### src/rtl/imem_fetch_ctrl_pkg.sv
// -----------------------------------------------------------------------------
// imem_pkg: shared constants and types for the instruction fetch controller.
//   DATA_WIDTH    - memory byte-lane width in bits
//   INSTR_WIDTH   - instruction / PC width in bits
//   fetch_state_e - FETCH (byte requests active) / HOLD (no free buffer slot)
// -----------------------------------------------------------------------------
package imem_pkg;

  localparam int DATA_WIDTH  = 8;
  localparam int INSTR_WIDTH = 32;

  typedef enum logic [0:0] {
    FETCH = 1'b0,
    HOLD  = 1'b1
  } fetch_state_e;

endpackage

### src/rtl/imem_fetch_ctrl_if.sv
// -----------------------------------------------------------------------------
// imem_fetch_ctrl_if: memory bus and instruction handshake of the fetch unit.
//   mem_req_o / mem_addr_o  - byte read request and address (fetch -> memory)
//   mem_rdata_i             - read byte, one cycle after its request
//   instr_o / instr_pc_o    - head-of-buffer instruction and its PC
//   instr_valid_o           - instruction outputs are valid
//   instr_ready_i           - consumer accepts
// Handshake: a transfer happens in every cycle where instr_valid_o and
// instr_ready_i are both 1. While valid is 1 and ready is 0, instr_o and
// instr_pc_o hold stable. Valid never waits on ready.
// Modports: master = fetch controller, slave = memory + consumer side.
// -----------------------------------------------------------------------------
interface imem_fetch_ctrl_if
  import imem_pkg::*;
#(
  parameter int DATA_WIDTH  = imem_pkg::DATA_WIDTH,
  parameter int INSTR_WIDTH = imem_pkg::INSTR_WIDTH
);

  logic                   mem_req_o;
  logic [INSTR_WIDTH-1:0] mem_addr_o;
  logic [DATA_WIDTH-1:0]  mem_rdata_i;
  logic [INSTR_WIDTH-1:0] instr_o;
  logic [INSTR_WIDTH-1:0] instr_pc_o;
  logic                   instr_valid_o;
  logic                   instr_ready_i;

  modport master (
    output mem_req_o, mem_addr_o, instr_o, instr_pc_o, instr_valid_o,
    input  mem_rdata_i, instr_ready_i
  );

  modport slave (
    input  mem_req_o, mem_addr_o, instr_o, instr_pc_o, instr_valid_o,
    output mem_rdata_i, instr_ready_i
  );

endinterface

### src/rtl/imem_fetch_ctrl_fifo.sv
// -----------------------------------------------------------------------------
// fetch_fifo: prefetch buffer holding {pc, instr} entries.
//   clk_i, rst_ni - clock, synchronous active-low reset
//   flush_i       - empty the buffer (wins over push/pop)
//   push_i        - write push_data_i; legal when full only together with pop_i
//   pop_i         - drop the head entry (caller guarantees not empty)
//   pop_data_o    - head entry
//   count_o       - number of stored entries
// DEPTH must be a power of two (2 or 4) so the pointers wrap naturally.
// -----------------------------------------------------------------------------
module fetch_fifo #(
  parameter int WIDTH = 64,
  parameter int DEPTH = 2,
  localparam int PW = $clog2(DEPTH),
  localparam int CW = $clog2(DEPTH + 1)
) (
  input  logic             clk_i,
  input  logic             rst_ni,
  input  logic             flush_i,
  input  logic             push_i,
  input  logic [WIDTH-1:0] push_data_i,
  input  logic             pop_i,
  output logic [WIDTH-1:0] pop_data_o,
  output logic [CW-1:0]    count_o
);

  logic [WIDTH-1:0] mem_q [DEPTH];
  logic [PW-1:0]    wr_ptr_q, wr_ptr_d;
  logic [PW-1:0]    rd_ptr_q, rd_ptr_d;
  logic [CW-1:0]    count_q, count_d;

  always_comb begin
    wr_ptr_d = wr_ptr_q;
    rd_ptr_d = rd_ptr_q;
    count_d  = count_q;
    if (flush_i) begin
      wr_ptr_d = '0;
      rd_ptr_d = '0;
      count_d  = '0;
    end else begin
      if (push_i) wr_ptr_d = wr_ptr_q + PW'(1);
      if (pop_i)  rd_ptr_d = rd_ptr_q + PW'(1);
      count_d = count_q + CW'(push_i) - CW'(pop_i);
    end
  end

  always_ff @(posedge clk_i) begin
    if (!rst_ni) begin
      wr_ptr_q <= '0;
      rd_ptr_q <= '0;
      count_q  <= '0;
    end else begin
      wr_ptr_q <= wr_ptr_d;
      rd_ptr_q <= rd_ptr_d;
      count_q  <= count_d;
    end
  end

  // Storage needs no reset: entries are only read once count_q covers them.
  always_ff @(posedge clk_i) begin
    if (push_i && !flush_i) mem_q[wr_ptr_q] <= push_data_i;
  end

  assign pop_data_o = mem_q[rd_ptr_q];
  assign count_o    = count_q;

endmodule

### src/rtl/imem_fetch_ctrl.sv
// -----------------------------------------------------------------------------
// imem_fetch_ctrl: byte-serial instruction fetch with a small prefetch buffer.
// Each instruction is read as four big-endian bytes (PC..PC+3), one request per
// cycle; the assembled word is pushed into fetch_fifo and offered on the
// valid/ready instruction port.
//   clk_i, rst_ni   - clock, synchronous active-low reset
//   redirect_i      - flush and restart fetching at redirect_pc_i
//   redirect_pc_i   - restart PC (used unmodified)
//   bus (master)    - memory request/response and instruction handshake
//   state_o         - current FSM state (debug)
//   fifo_count_o    - prefetch buffer occupancy (debug)
// Optional macro FETCH_BYPASS_EN: when the buffer is empty, the word completing
// this cycle is presented combinationally; if accepted it is never pushed.
// -----------------------------------------------------------------------------
module imem_fetch_ctrl
  import imem_pkg::*;
#(
  parameter int DATA_WIDTH  = imem_pkg::DATA_WIDTH,
  parameter int INSTR_WIDTH = imem_pkg::INSTR_WIDTH,
  parameter int FIFO_DEPTH  = 2,
  localparam int CW = $clog2(FIFO_DEPTH + 1)
) (
  input  logic                   clk_i,
  input  logic                   rst_ni,
  input  logic                   redirect_i,
  input  logic [INSTR_WIDTH-1:0] redirect_pc_i,
  imem_fetch_ctrl_if.master      bus,
  output fetch_state_e           state_o,
  output logic [CW-1:0]          fifo_count_o
);

  localparam int NBYTES = INSTR_WIDTH / DATA_WIDTH;
  localparam int BW     = $clog2(NBYTES);
  localparam logic [BW-1:0] LAST = BW'(NBYTES - 1);

  fetch_state_e           state_q, state_d;
  logic [INSTR_WIDTH-1:0] pc_q, pc_d;            // PC of the instruction being requested
  logic [BW-1:0]          req_cnt_q, req_cnt_d;  // byte index requested this cycle
  logic                   rsp_valid_q, rsp_valid_d;
  logic [BW-1:0]          rsp_idx_q, rsp_idx_d;  // byte index arriving this cycle
  logic [INSTR_WIDTH-1:0] rsp_pc_q, rsp_pc_d;    // PC of the word being assembled
  logic [INSTR_WIDTH-1:0] asm_q, asm_d;          // captured bytes, shifted in MSB first

  logic [CW-1:0]            fifo_count;
  logic [2*INSTR_WIDTH-1:0] fifo_head;
  logic                     fifo_empty, fifo_push, fifo_pop;
  logic                     complete, byp_valid, transfer, can_start, mem_req;
  logic [INSTR_WIDTH-1:0]   word_done, out_instr, out_pc;
  logic                     out_valid;
  logic [CW:0]              occ;

  // Final byte of an instruction arrives this cycle.
  assign complete  = rsp_valid_q && (rsp_idx_q == LAST);
  assign word_done = {asm_q[INSTR_WIDTH-DATA_WIDTH-1:0], bus.mem_rdata_i};
  assign fifo_empty = (fifo_count == '0);

`ifdef FETCH_BYPASS_EN
  assign byp_valid = complete && fifo_empty;
`else
  assign byp_valid = 1'b0;
`endif

  assign out_valid = !fifo_empty || byp_valid;
  assign out_instr = fifo_empty ? word_done : fifo_head[INSTR_WIDTH-1:0];
  assign out_pc    = fifo_empty ? rsp_pc_q  : fifo_head[2*INSTR_WIDTH-1:INSTR_WIDTH];
  assign transfer  = out_valid && bus.instr_ready_i;
  assign fifo_pop  = !fifo_empty && bus.instr_ready_i;
  // A redirect discards the completing word; an accepted bypass needs no storage.
  assign fifo_push = complete && !redirect_i && !(byp_valid && bus.instr_ready_i);

  // Slots claimed = buffered + the word in assembly (including the one
  // completing now), minus whatever leaves this cycle.
  assign occ       = {1'b0, fifo_count} + (CW+1)'(rsp_valid_q) - (CW+1)'(transfer);
  assign can_start = (occ < (CW+1)'(FIFO_DEPTH));

  fetch_fifo #(
    .WIDTH (2 * INSTR_WIDTH),
    .DEPTH (FIFO_DEPTH)
  ) u_fifo (
    .clk_i       (clk_i),
    .rst_ni      (rst_ni),
    .flush_i     (redirect_i),
    .push_i      (fifo_push),
    .push_data_i ({rsp_pc_q, word_done}),
    .pop_i       (fifo_pop),
    .pop_data_o  (fifo_head),
    .count_o     (fifo_count)
  );

  // FSM: state register
  always_ff @(posedge clk_i) begin
    if (!rst_ni) state_q <= FETCH;
    else         state_q <= state_d;
  end

  // FSM: next state. A new instruction only starts at byte 0.
  always_comb begin
    state_d = state_q;
    if (redirect_i) begin
      state_d = FETCH;
    end else begin
      unique case (state_q)
        FETCH:   if (req_cnt_q == '0 && !can_start) state_d = HOLD;
        HOLD:    if (can_start) state_d = FETCH;
        default: state_d = FETCH;
      endcase
    end
  end

  // FSM: outputs. The redirect cycle issues no request; the restart
  // request goes out in the following cycle.
  always_comb begin
    mem_req = 1'b0;
    if (rst_ni && !redirect_i && state_q == FETCH && (req_cnt_q != '0 || can_start))
      mem_req = 1'b1;
    bus.mem_req_o     = mem_req;
    bus.mem_addr_o    = rst_ni ? pc_q + INSTR_WIDTH'(req_cnt_q) : '0;
    bus.instr_valid_o = rst_ni && out_valid;
    bus.instr_o       = (rst_ni && out_valid) ? out_instr : '0;
    bus.instr_pc_o    = (rst_ni && out_valid) ? out_pc    : '0;
  end

  // Datapath next state
  always_comb begin
    pc_d        = pc_q;
    req_cnt_d   = req_cnt_q;
    rsp_valid_d = mem_req;
    rsp_idx_d   = req_cnt_q;
    rsp_pc_d    = rsp_pc_q;
    asm_d       = asm_q;
    if (rsp_valid_q) asm_d = word_done;
    if (redirect_i) begin
      pc_d        = redirect_pc_i;
      req_cnt_d   = '0;
      rsp_valid_d = 1'b0;
    end else if (mem_req) begin
      rsp_pc_d  = pc_q;
      req_cnt_d = req_cnt_q + BW'(1);
      // Wraps modulo 2^INSTR_WIDTH.
      if (req_cnt_q == LAST) pc_d = pc_q + INSTR_WIDTH'(NBYTES);
    end
  end

  always_ff @(posedge clk_i) begin
    if (!rst_ni) begin
      pc_q        <= '0;
      req_cnt_q   <= '0;
      rsp_valid_q <= 1'b0;
      rsp_idx_q   <= '0;
      rsp_pc_q    <= '0;
      asm_q       <= '0;
    end else begin
      pc_q        <= pc_d;
      req_cnt_q   <= req_cnt_d;
      rsp_valid_q <= rsp_valid_d;
      rsp_idx_q   <= rsp_idx_d;
      rsp_pc_q    <= rsp_pc_d;
      asm_q       <= asm_d;
    end
  end

  assign state_o      = state_q;
  assign fifo_count_o = fifo_count;

endmodule

### src/flat_wrapper.sv
// flat-port wrapper written by rule: the top's interface ports become plain ports
module imem_fetch_ctrl_flat import imem_pkg::*;
#(
  parameter int DATA_WIDTH  = imem_pkg::DATA_WIDTH,
  parameter int INSTR_WIDTH = imem_pkg::INSTR_WIDTH,
  parameter int FIFO_DEPTH  = 2,
  localparam int CW = $clog2(FIFO_DEPTH + 1)
)
  (clk_i, rst_ni, redirect_i, redirect_pc_i, state_o, fifo_count_o, bus_mem_req_o, bus_mem_addr_o, bus_instr_o, bus_instr_pc_o, bus_instr_valid_o, bus_mem_rdata_i, bus_instr_ready_i);
  imem_fetch_ctrl_if #(.DATA_WIDTH(DATA_WIDTH), .INSTR_WIDTH(INSTR_WIDTH)) bus_i ();
  input  logic clk_i;
  input  logic rst_ni;
  input  logic redirect_i;
  input  logic [INSTR_WIDTH-1:0] redirect_pc_i;
  output fetch_state_e state_o;
  output logic [CW-1:0] fifo_count_o;
  output wire logic [$bits(bus_i.mem_req_o)-1:0] bus_mem_req_o;
  output wire logic [$bits(bus_i.mem_addr_o)-1:0] bus_mem_addr_o;
  output wire logic [$bits(bus_i.instr_o)-1:0] bus_instr_o;
  output wire logic [$bits(bus_i.instr_pc_o)-1:0] bus_instr_pc_o;
  output wire logic [$bits(bus_i.instr_valid_o)-1:0] bus_instr_valid_o;
  input wire logic [$bits(bus_i.mem_rdata_i)-1:0] bus_mem_rdata_i;
  input wire logic [$bits(bus_i.instr_ready_i)-1:0] bus_instr_ready_i;
  assign bus_mem_req_o = bus_i.mem_req_o;
  assign bus_mem_addr_o = bus_i.mem_addr_o;
  assign bus_instr_o = bus_i.instr_o;
  assign bus_instr_pc_o = bus_i.instr_pc_o;
  assign bus_instr_valid_o = bus_i.instr_valid_o;
  assign bus_i.mem_rdata_i = bus_mem_rdata_i;
  assign bus_i.instr_ready_i = bus_instr_ready_i;
  imem_fetch_ctrl #(.DATA_WIDTH(DATA_WIDTH), .INSTR_WIDTH(INSTR_WIDTH), .FIFO_DEPTH(FIFO_DEPTH)) u_core (.clk_i(clk_i), .rst_ni(rst_ni), .redirect_i(redirect_i), .redirect_pc_i(redirect_pc_i), .bus(bus_i), .state_o(state_o), .fifo_count_o(fifo_count_o));
endmodule
### config.mk
export PLATFORM = sky130hd
export DESIGN_NAME = imem_fetch_ctrl_flat
export DESIGN_NICKNAME = d
export VERILOG_FILES = /design/src/rtl/imem_fetch_ctrl_pkg.sv /design/src/rtl/imem_fetch_ctrl_if.sv /design/src/rtl/imem_fetch_ctrl_fifo.sv /design/src/rtl/imem_fetch_ctrl.sv /design/src/flat_wrapper.sv
export SDC_FILE = /design/constraint.sdc
export NUM_CORES = 1
export LEC_CHECK = 0
export CAP_MARGIN = 10
export CORE_MARGIN = 1
export CORE_UTILIZATION = 57
export CTS_CLUSTER_DIAMETER = 80
export CTS_CLUSTER_SIZE = 14
export DETAILED_ROUTE_END_ITERATION = 16
export DONT_BUFFER_PORTS = 1
export PLACE_DENSITY = 0.78
export SLEW_MARGIN = 20
export SYNTH_ARGS = -nofsm -noshare
export SYNTH_HDL_FRONTEND = slang
export SYNTH_HIERARCHICAL = 1
export SYNTH_SLANG_ARGS = --single-unit
### constraint.sdc
create_clock -name clk_i -period 8.1 [get_ports clk_i]
set_input_delay 2.025 -clock clk_i [delete_from_list [all_inputs] [get_ports clk_i]]
set_output_delay 2.025 -clock clk_i [all_outputs]
set_load 0.005 [all_outputs]
==> results of run 1 <==
cells by family after synthesis:
| kind of cell | Yosys count | share of synthesized area |
|---|---|---|
| multiplexers | 91 | 0.116 |
| flip-flops | 227 | 0.558 |
| adder cells (fa/ha/maj) | 10 | 0.0134 |
| buffers and inverters | 77 | 0.0533 |
| AND/OR/NAND/NOR | 316 | 0.158 |
| XOR/XNOR | 62 | 0.0533 |
| AO/OA/AOI/OAI | 96 | 0.0482 |
power by group through the flow:
stage                     Clock [mW]  Sequential (mW)  Combinational [mW]
after floorplan                    0             1.27              0.0848
after global placement             0             1.29              0.0739
after detailed placement           0             1.29              0.0753
after CTS                      0.898             1.26              0.0759
after global routing           0.938             1.27              0.0864
final                          0.880             1.26              0.0763
final timing paths:
check	cells past startpoint	end	slack, ps	start
max	9	bus_mem_req_o	1540	bus_instr_ready_i
max reg2reg	12	u_core/rsp_pc_q[22]	4480	u_core/u_fifo/count_o[1]
min reg2reg	0	u_core/u_fifo/mem_q[1][50]	450	u_core/rsp_pc_q[18]
min	0	u_core/u_fifo/mem_q[1][50]	450	u_core/rsp_pc_q[18]
metrics by stage:
| step | power [mW] | hold WS [ps] | setup slack (ps) | instance area (um^2) |
|---|---|---|---|---|
| finish | 2.22 | 447 | 1540 | 10900 |
| global route | 2.29 | 467 | 1240 | 10900 |
| CTS | 2.24 | 449 | 1540 | 10900 |
| detailed placement | 1.36 | 436 | 1550 | 10300 |
| global placement | 1.36 | 429 | 1590 | 10300 |
| floorplan | 1.35 | 425 | 256 | 10400 |
synth_stat cells (2+ instances only):
master,instances
edfxtp_1,128
dfxtp_1,99
nand2_1,88
nor2_1,74
and2_1,70
mux2_4,60
a21oi_1,59
xor2_1,47
clkbuf_1,30
o21ai_0,28
mux2i_1,27
nand4_1,25
nand3_1,22
xnor2_1,14
buf_2,9
buf_6,8
clkbuf_8,8
ha_1,8
inv_1,8
nor3_1,8
buf_12,6
and3_1,4
buf_4,4
mux2_2,4
and3b_1,2
clkbuf_2,2
fa_1,2
nand2b_1,2
nand4_2,2
nand4b_1,2
nor3b_1,2
nor4_1,2
nor4_4,2
or3_1,2
state kept, by name (all words and copies together) (netlist names), named ones only:
signal,flops
u_core/u_fifo/wr_ptr_q,1
u_core/state_o,1
u_core/u_fifo/count_o,2
u_core/pc_q,32
u_core/u_fifo/rd_ptr_q,1
u_core/req_cnt_q,2
u_core/rsp_pc_q,32
u_core/rsp_idx_q,2
u_core/asm_q,24
u_core/rsp_valid_q,1
u_core/u_fifo/mem_q,128
critical path: stages:
cell      delay, ps
nor2b_1         240
ha_1            280
nand2b_1        150
fa_1            380
xnor2_1         330
a21boi_1        150
or3_1           320
buf_4           250
clkinv_2        390
placed cells by master (no fill, tap or decap), types with 2 or more instances in the layout:
master       n
ha_1         8
and2_1      70
o21ai_0     28
nor2_1      73
a21oi_1     59
nand3_1     22
nor4_1       2
mux2_4      60
nand4b_1     2
nand4_2      2
fa_1         2
dfxtp_1     98
inv_2        2
and3_1       4
nand2b_1     2
nor4_4       2
mux2i_1     27
nand2_1     88
clkbuf_16   21
buf_4        7
nor3_1       8
edfxtp_1   128
nand4_1     25
xnor2_1     14
xor2_1      47
clkbuf_1    13
or3_1        2
inv_1        7
mux2_2       4
final cells by class:
class	instances	share of cell area
tap	229	0.0263
multi-input combinational	575	0.374
inverter	10	0.00356
sequential	227	0.535
clock buffer	34	0.0527
clock inverter	2	0.00138
timing repair buffer	8	0.00666
metal layers:
layer,vias to the layer above,part of all wire,GRT usage,wire length (um)
met4,0,0.014,0.0543,280
met3,22,0.067,0.0419,1350
met5,-,0,0,0
met1,2869,0.45,0.294,9060
li1,2983,-,-,-
met2,186,0.47,0.334,9330
==> reports/metrics.cfg, run 1 <==
[grt]
grt_pass1_wl_um=30100
gr-total-overflow=0
antenna_found_initial=0
first_global_vias=5542
grt_max_degree=66
grt_usage=0.210

[die]
start_util=0.581
die_w_um=137
die_h_um=137
coreArea_um2=18000
io_pins=145
rows=49
dieArea_um2=18900

[final_layout]
drive_gt1_frac=0.132
n_fill_cell=1427
seqCellArea_um2=5830
final_util=0.606
stdcell_count=1085
antenna_cells=0
multi_input_area_um2=4080
syn2layout_area_growth_pct=4.29
num-nets-final=896

[drt]
wl_per_cell_um=18.4
drt-initial-drc-count=349
route.vias.total=6060
first_pass_iters=5
drc_errors=0
ant_nets=0
viasPerCell=5.59
totalWireLength_um=20000

[synth]
ys.flop_type=edfxtp_1
netlist_instances=879
async_flop_share=0
synth_nets=933
synth-seq-area-share=0.558
syn_area_um2=10400
synth_area_leaders=edfxtp_1 37%, dfxtp_1 19%, mux2_4 8.6%
synth_seq_cells=227
ys_warn_count=6
ys_types=55
synth_edf_count=128
yosysTopAreaCellShare=0.368
yosys.area.top_type=edfxtp_1
avgSynthCellArea_um2=11.9

[sta]
rsz0062_at_grt=false
min_period_ps=6560
tightest_slew_ps=1010
clock-skew-final_ps=12.4
maxSlewHeadroom=0.319
fmax_mhz=152
drv_slew=0
finalHoldViolations=0
finalSetupViolations=0
finalSetupTns_ps=0
finalCritPeriodShare=0.810

[placed_design]
hpwl_um=12800
gp_congestion=0.842
placement.io_buffers=0
dp_cells=1048

[worst_setup_path]
crit_path_max_fanout=34
arrival_ps=4540
required_ps=6080
cp-start-kind=primary input
path_class=in -> out
setup.worst_path.end_class=output port

[clock_network]
cts_sinks=227
h-tree-depth=1
cts_buffers=20
clk_pin_slew_worst_paths_ps=70
cts_tree=done
cts_resized=0
cts_hold_buf=0
cts_max_path_buffers=3
clock_latency_ps=490
post_cts_buffers=0
cts_root_buf=clkbuf_16

[pwr]
swShare=0.215
combPwrFrac=0.034
internal_power_mw=1.74
ir_drop_mv=0.173
p_clk_frac=0.397
power_density_nw_per_um2=204
pwr-share-seq=0.569
p_leak_nw=3.79
netSwitchingPower_uw=476

[min_path]
min_path_type=reg -> reg

[job]
max-cap-violations=0

[run_status]
status=finished, final reports clean

Power figures use the tool's default switching activity.
==> run 2, diff against run 1 <==
==> constraint.sdc (replaced) <==
create_clock -name clk_i -period 5.3 [get_ports clk_i]
set_input_delay 1.325 -clock clk_i [delete_from_list [all_inputs] [get_ports clk_i]]
set_output_delay 1.325 -clock clk_i [all_outputs]
set_load 0.005 [all_outputs]
==> reports/metrics.cfg, run 2 (synthesized netlist as in run 1, its figures left out) <==
[placed_design]
placement.io_buffers=0  ; unchanged
place_area_um2=10300  ; about the same
post-place-ws_ps=618  ; was 1550 ps
hpwl_um=12500  ; was 12,800 um
gp_congestion=0.808  ; was 0.842

[drt]
route.vias.total=6138  ; was 6,060
ant_nets=0  ; unchanged
first_pass_iters=5  ; unchanged
wl_per_cell_um=17.9  ; was 18.4 um
totalWireLength_um=19400  ; was 20,000 um
viasPerCell=5.65  ; was 5.59
drc_errors=0  ; unchanged
drt-initial-drc-count=388  ; was 349

[sta]
maxSlewHeadroom=0.344  ; was 0.319
drv_slew=0  ; unchanged
finalSetupTns_ps=0  ; unchanged
setup_slack_ps=610  ; was 1540 ps
clock-skew-final_ps=13.3  ; was 12.4 ps
tightest_slew_ps=984  ; was 1010 ps
finalSetupViolations=0  ; unchanged
finalHoldViolations=0  ; unchanged
finalCritPeriodShare=0.885
fmax_mhz=213
rsz0062_at_grt=false  ; unchanged
min_period_ps=4690

[die]
coreArea_um2=18000  ; unchanged
io_pins=145  ; unchanged
die_h_um=137  ; unchanged
die_w_um=137  ; unchanged
rows=49  ; unchanged
dieArea_um2=18900  ; unchanged
start_util=0.581  ; unchanged

[pwr]
ir_drop_mv=0.221  ; was 0.173 mV
swShare=0.211  ; was 0.215
internal_power_mw=2.67  ; was 1.74 mW
pwr-share-seq=0.570  ; was 0.569
p_leak_nw=3.79  ; about the same
p_clk_frac=0.395  ; was 0.397
power_density_nw_per_um2=310  ; was 204 nW/um^2
netSwitchingPower_uw=715  ; was 476 uW
combPwrFrac=0.035  ; was 0.034

[grt]
grt_max_degree=93  ; was 66
antenna_found_initial=0  ; unchanged
first_global_vias=5673  ; was 5,542
grt_usage=0.205  ; was 0.210
grt_pass1_wl_um=29800  ; was 30,100 um
gr-total-overflow=0  ; unchanged

[clock_network]
clock_latency_ps=490  ; about the same
h-tree-depth=1  ; unchanged
cts_resized=0  ; unchanged
cts_hold_buf=0  ; unchanged
cts_sinks=227  ; unchanged
cts_root_buf=clkbuf_16  ; unchanged
post_cts_buffers=0  ; unchanged
cts_max_path_buffers=3  ; unchanged
cts_tree=done  ; unchanged
clk_pin_slew_worst_paths_ps=60  ; was 70 ps
cts_buffers=20  ; unchanged

[worst_setup_path]
setup.worst_path.end_class=output port  ; unchanged
rr_worst_depth=10  ; was 12
crit_start=bus_instr_ready_i  ; unchanged
cp-endpoint=bus_mem_req_o  ; unchanged
timing.rr.end=u_core/pc_q[26]  ; was u_core/rsp_pc_q[22]
timing.rr.start=u_core/u_fifo/count_o[1]  ; unchanged
required_ps=3970  ; was 6080 ps
arrival_ps=3370  ; was 4540 ps
rrSetupSlack_ps=1850  ; was 4480 ps
crit_path_max_fanout=4  ; was 34
cp-start-kind=primary input  ; unchanged
path_class=in -> out  ; unchanged

[final_layout]
stdcell_area_um2=10900  ; about the same
antenna_cells=0  ; unchanged
final_cell_mix=128 x edfxtp_1, 98 x dfxtp_1, 88 x nand2_1, 73 x nor2_1, 70 x and2_1  ; unchanged
num-nets-final=898  ; was 896
largest_registers=u_core/u_fifo/mem_q: 128 flops, u_core/pc_q: 32 flops, u_core/rsp_pc_q: 32 flops  ; unchanged
largest_reg_flops=128  ; unchanged
n_fill_cell=1446  ; was 1,427
largest-register=u_core/u_fifo/mem_q  ; unchanged
final_common_cell=edfxtp_1  ; unchanged
drive_gt1_frac=0.133  ; was 0.132
syn2layout_area_growth_pct=4.42  ; was 4.29%

[job]
max-cap-violations=0  ; unchanged

[min_path]
min_path_type=reg -> reg  ; unchanged

[run_status]
status=finished, final reports clean  ; unchanged

==> run 2: worst min-delay path by stage <==
stage	startpoint	end	slack, ps	cells past startpoint
floorplan	u_core/asm_q[16]	u_core/u_fifo/mem_q[0][24]	420	0
global route	u_core/rsp_pc_q[14]	u_core/u_fifo/mem_q[1][46]	470	0
CTS	u_core/rsp_pc_q[19]	u_core/u_fifo/mem_q[1][51]	450	0
finish	u_core/asm_q[17]	u_core/u_fifo/mem_q[1][25]	450	0
detailed placement	u_core/rsp_pc_q[19]	u_core/u_fifo/mem_q[1][51]	440	0
global placement	u_core/rsp_pc_q[15]	u_core/u_fifo/mem_q[1][47]	430	0
==> run 2: per-layer routing <==
metal,up-vias,wire (um),GRT usage
li1,2978,-,-
met1,2919,8510,0.287
met2,215,9080,0.329
met3,26,1400,0.0302
met4,0,416,0.0672
met5,-,0,0
==> run 2: layout make-up <==
type | count | area [um^2] | area share
clock buffer | 35 | 578 | 0.0530
multi-input combinational | 575 | 4080 | 0.374
inverter | 10 | 38.8 | 0.00356
tap | 229 | 287 | 0.0263
timing repair buffer | 10 | 75.1 | 0.00688
clock inverter | 1 | 16.3 | 0.00149
sequential | 227 | 5830 | 0.535
==> run 2: per-stage QoR <==
step | power [mW] | util | hold WS [ps] | instances
finish | 3.38 | 0.607 | 453 | 1087
detailed placement | 2.08 | 0.574 | 439 | 1051
global placement | 2.08 | 0.574 | 429 | 1051
global route | 3.51 | 0.607 | 466 | 1087
floorplan | 2.07 | - | 425 | 879
CTS | 3.42 | 0.607 | 454 | 1087
==> run 2: power groups by stage <==
stage | clock (mW) | combinational, mW | sequential (mW)
after floorplan | 0 | 0.130 | 1.94
after global placement | 0 | 0.114 | 1.96
after detailed placement | 0 | 0.116 | 1.97
after CTS | 1.37 | 0.117 | 1.93
after global routing | 1.45 | 0.132 | 1.93
final | 1.34 | 0.117 | 1.93
==> run 2: critical path, cell delays in order <==
cell and delay (ps):
nor2b_1 250, ha_1 280, nand2b_1 150, fa_1 380
xnor2_1 350, a21boi_1 160, or3_1 370, clkinv_2 100
==> run 3, diff against run 2 <==
--- a/config.mk
+++ b/config.mk
@@ -8,7 +8,6 @@
 export CAP_MARGIN = 10
 export CORE_MARGIN = 1
 export CORE_UTILIZATION = 57
-export CTS_CLUSTER_DIAMETER = 80
 export CTS_CLUSTER_SIZE = 14
 export DETAILED_ROUTE_END_ITERATION = 16
 export DONT_BUFFER_PORTS = 1
==> reports/metrics.cfg, run 3 (synthesized netlist as in run 1, its figures left out) <==
[run_status]
status=finished, final reports clean  ; unchanged

[clock_network]
post_cts_buffers=0  ; unchanged
cts_buffers=23  ; was 20
clock_latency_ps=500  ; was 490 ps
cts_sinks=227  ; unchanged
cts_max_path_buffers=3  ; unchanged
cts_root_buf=clkbuf_16  ; unchanged
cts_hold_buf=0  ; unchanged
clk_pin_slew_worst_paths_ps=60  ; about the same
cts_tree=done  ; unchanged
cts_resized=0  ; unchanged
h-tree-depth=1  ; unchanged

[pwr]
internal_power_mw=2.76  ; was 2.67 mW
swShare=0.214  ; was 0.211
pwr-share-seq=0.549  ; was 0.570
p_clk_frac=0.418  ; was 0.395
p_leak_nw=3.85  ; was 3.79 nW
combPwrFrac=0.033  ; was 0.035
netSwitchingPower_uw=754  ; was 715 uW
power_density_nw_per_um2=320  ; was 310 nW/um^2
ir_drop_mv=0.314  ; was 0.221 mV

[grt]
first_global_vias=5715  ; was 5,673
grt_usage=0.205  ; about the same
gr-total-overflow=0  ; unchanged
grt_max_degree=93  ; unchanged
grt_pass1_wl_um=29800  ; about the same
antenna_found_initial=0  ; unchanged

[worst_setup_path]
crit_path_max_fanout=4  ; unchanged
rr_worst_depth=10  ; unchanged
cp.depth=8  ; unchanged
crit_chain=nor2b_1 > ha_1 > nand2b_1 > fa_1 > xnor2_1 > a21boi_1 > or3_1 > clkinv_2  ; unchanged
setup.worst_path.end_class=output port  ; unchanged
arrival_ps=3360  ; was 3370 ps
critical_path.top_delay_family=simple AND/OR/NAND/NOR gates  ; unchanged
critical-path-slowest-cell=fa_1  ; unchanged
path_buf_inv=1  ; unchanged
max_stage_delay_ps=380  ; about the same
cp-start-kind=primary input  ; unchanged
path_class=in -> out  ; unchanged
required_ps=3970  ; about the same

[final_layout]
stdcell_area_um2=11000  ; was 10,900 um^2
antenna_cells=0  ; unchanged
largest_reg_flops=128  ; unchanged
syn2layout_area_growth_pct=5.39  ; was 4.42%
num-nets-final=901  ; was 898
final_util=0.613  ; was 0.607
largest-register=u_core/u_fifo/mem_q  ; unchanged
final_common_cell=edfxtp_1  ; unchanged
largest_registers=u_core/u_fifo/mem_q: 128 flops, u_core/pc_q: 32 flops, u_core/rsp_pc_q: 32 flops  ; unchanged
drive_gt1_frac=0.145  ; was 0.133
final_cell_mix=128 x edfxtp_1, 98 x dfxtp_1, 88 x nand2_1, 73 x nor2_1, 70 x and2_1  ; unchanged

[sta]
setup_slack_ps=616  ; was 610 ps
rsz0062_at_grt=false  ; unchanged
clock-skew-final_ps=15.5  ; was 13.3 ps
drv_slew=0  ; unchanged
fmax_mhz=213  ; about the same
maxSlewHeadroom=0.342  ; was 0.344
finalSetupViolations=0  ; unchanged
finalHoldViolations=0  ; unchanged
min_period_ps=4680  ; was 4690 ps
tightest_slew_ps=987  ; was 984 ps
finalSetupTns_ps=0  ; unchanged
finalCritPeriodShare=0.884  ; was 0.885

[placed_design]
place_area_um2=10300  ; unchanged
placement.io_buffers=0  ; unchanged
hpwl_um=12500  ; unchanged
post-place-ws_ps=618  ; unchanged
gp_congestion=0.808  ; unchanged

[min_path]
hold_path_depth=0  ; unchanged
min_path_type=reg -> reg  ; unchanged

[drt]
drc_errors=0  ; unchanged
wl_met1_um=8560  ; was 8510 um
viasPerCell=5.62  ; was 5.65
totalWireLength_um=19500  ; was 19,400 um
ant_nets=0  ; unchanged
wl_per_cell_um=17.8  ; was 17.9 um
first_pass_iters=5  ; unchanged
drt-initial-drc-count=438  ; was 388
highest_layer=met4  ; unchanged
wl_met3_um=1450  ; was 1400 um
route.vias.total=6138  ; unchanged
dr_wl_met2_um=9020  ; was 9080 um

[die]
die_h_um=137  ; unchanged
coreArea_um2=18000  ; unchanged
dieArea_um2=18900  ; unchanged
start_util=0.581  ; unchanged
rows=49  ; unchanged
io_pins=145  ; unchanged
die_w_um=137  ; unchanged

[job]
max-cap-violations=0  ; unchanged

run 3: cell count changes in the layout (fill, tap and decap cells not counted), sizes merged:
cell,change
clkinvlp,+1
clkbuf,-6
clkinv,+10
inv,+1
run 3: final timing paths:
| path | start | to | slack (ps) |
|---|---|---|---|
| worst max-delay path | bus_instr_ready_i | bus_mem_req_o | 620 |
| worst min-delay path | u_core/rsp_pc_q[19] | u_core/u_fifo/mem_q[1][51] | 450 |
| worst max register to register | u_core/u_fifo/count_o[1] | u_core/pc_q[26] | 1840 |
| worst min register to register | u_core/rsp_pc_q[19] | u_core/u_fifo/mem_q[1][51] | 450 |
run 3: worst register-to-register path: cells and delay by family, from the launching register on:
kind	cells	cell delay, ps
xor+xnor	1	200
simple gates	5	1030
fa+ha+maj	2	820
compound gates	2	780
flops	1	490
run 3: metrics by stage:
step | cells | total power [mW] | hold slack (ps)
floorplan | 879 | 2.07 | 425
global placement | 1051 | 2.08 | 429
detailed placement | 1051 | 2.08 | 439
CTS | 1093 | 3.56 | 451
global route | 1093 | 3.65 | 464
finish | 1093 | 3.52 | 450
run 3: power groups by stage:
stage / clock (mW) / combinational [mW] / sequential, mW
floorplan: 0 / 0.130 / 1.94
global placement: 0 / 0.114 / 1.96
detailed placement: 0 / 0.116 / 1.97
CTS: 1.51 / 0.117 / 1.93
global route: 1.59 / 0.132 / 1.93
finish: 1.47 / 0.116 / 1.93
run 3: final cells by class:
class,instances,area [um^2]
Sequential cell,227,5830
Inverter,10,38.8
Tap cell,229,287
Multi-Input combinational cell,575,4080
Fill cell,1436,6960
Clock inverter,13,67.6
Timing Repair Buffer,10,75.1
Clock buffer,29,628
run 3: routing by layer:
metal,up-vias,GRT usage
li1,2987,-
met1,2907,0.282
met2,214,0.326
met3,30,0.0390
met5,-,0
met4,0,0.0684
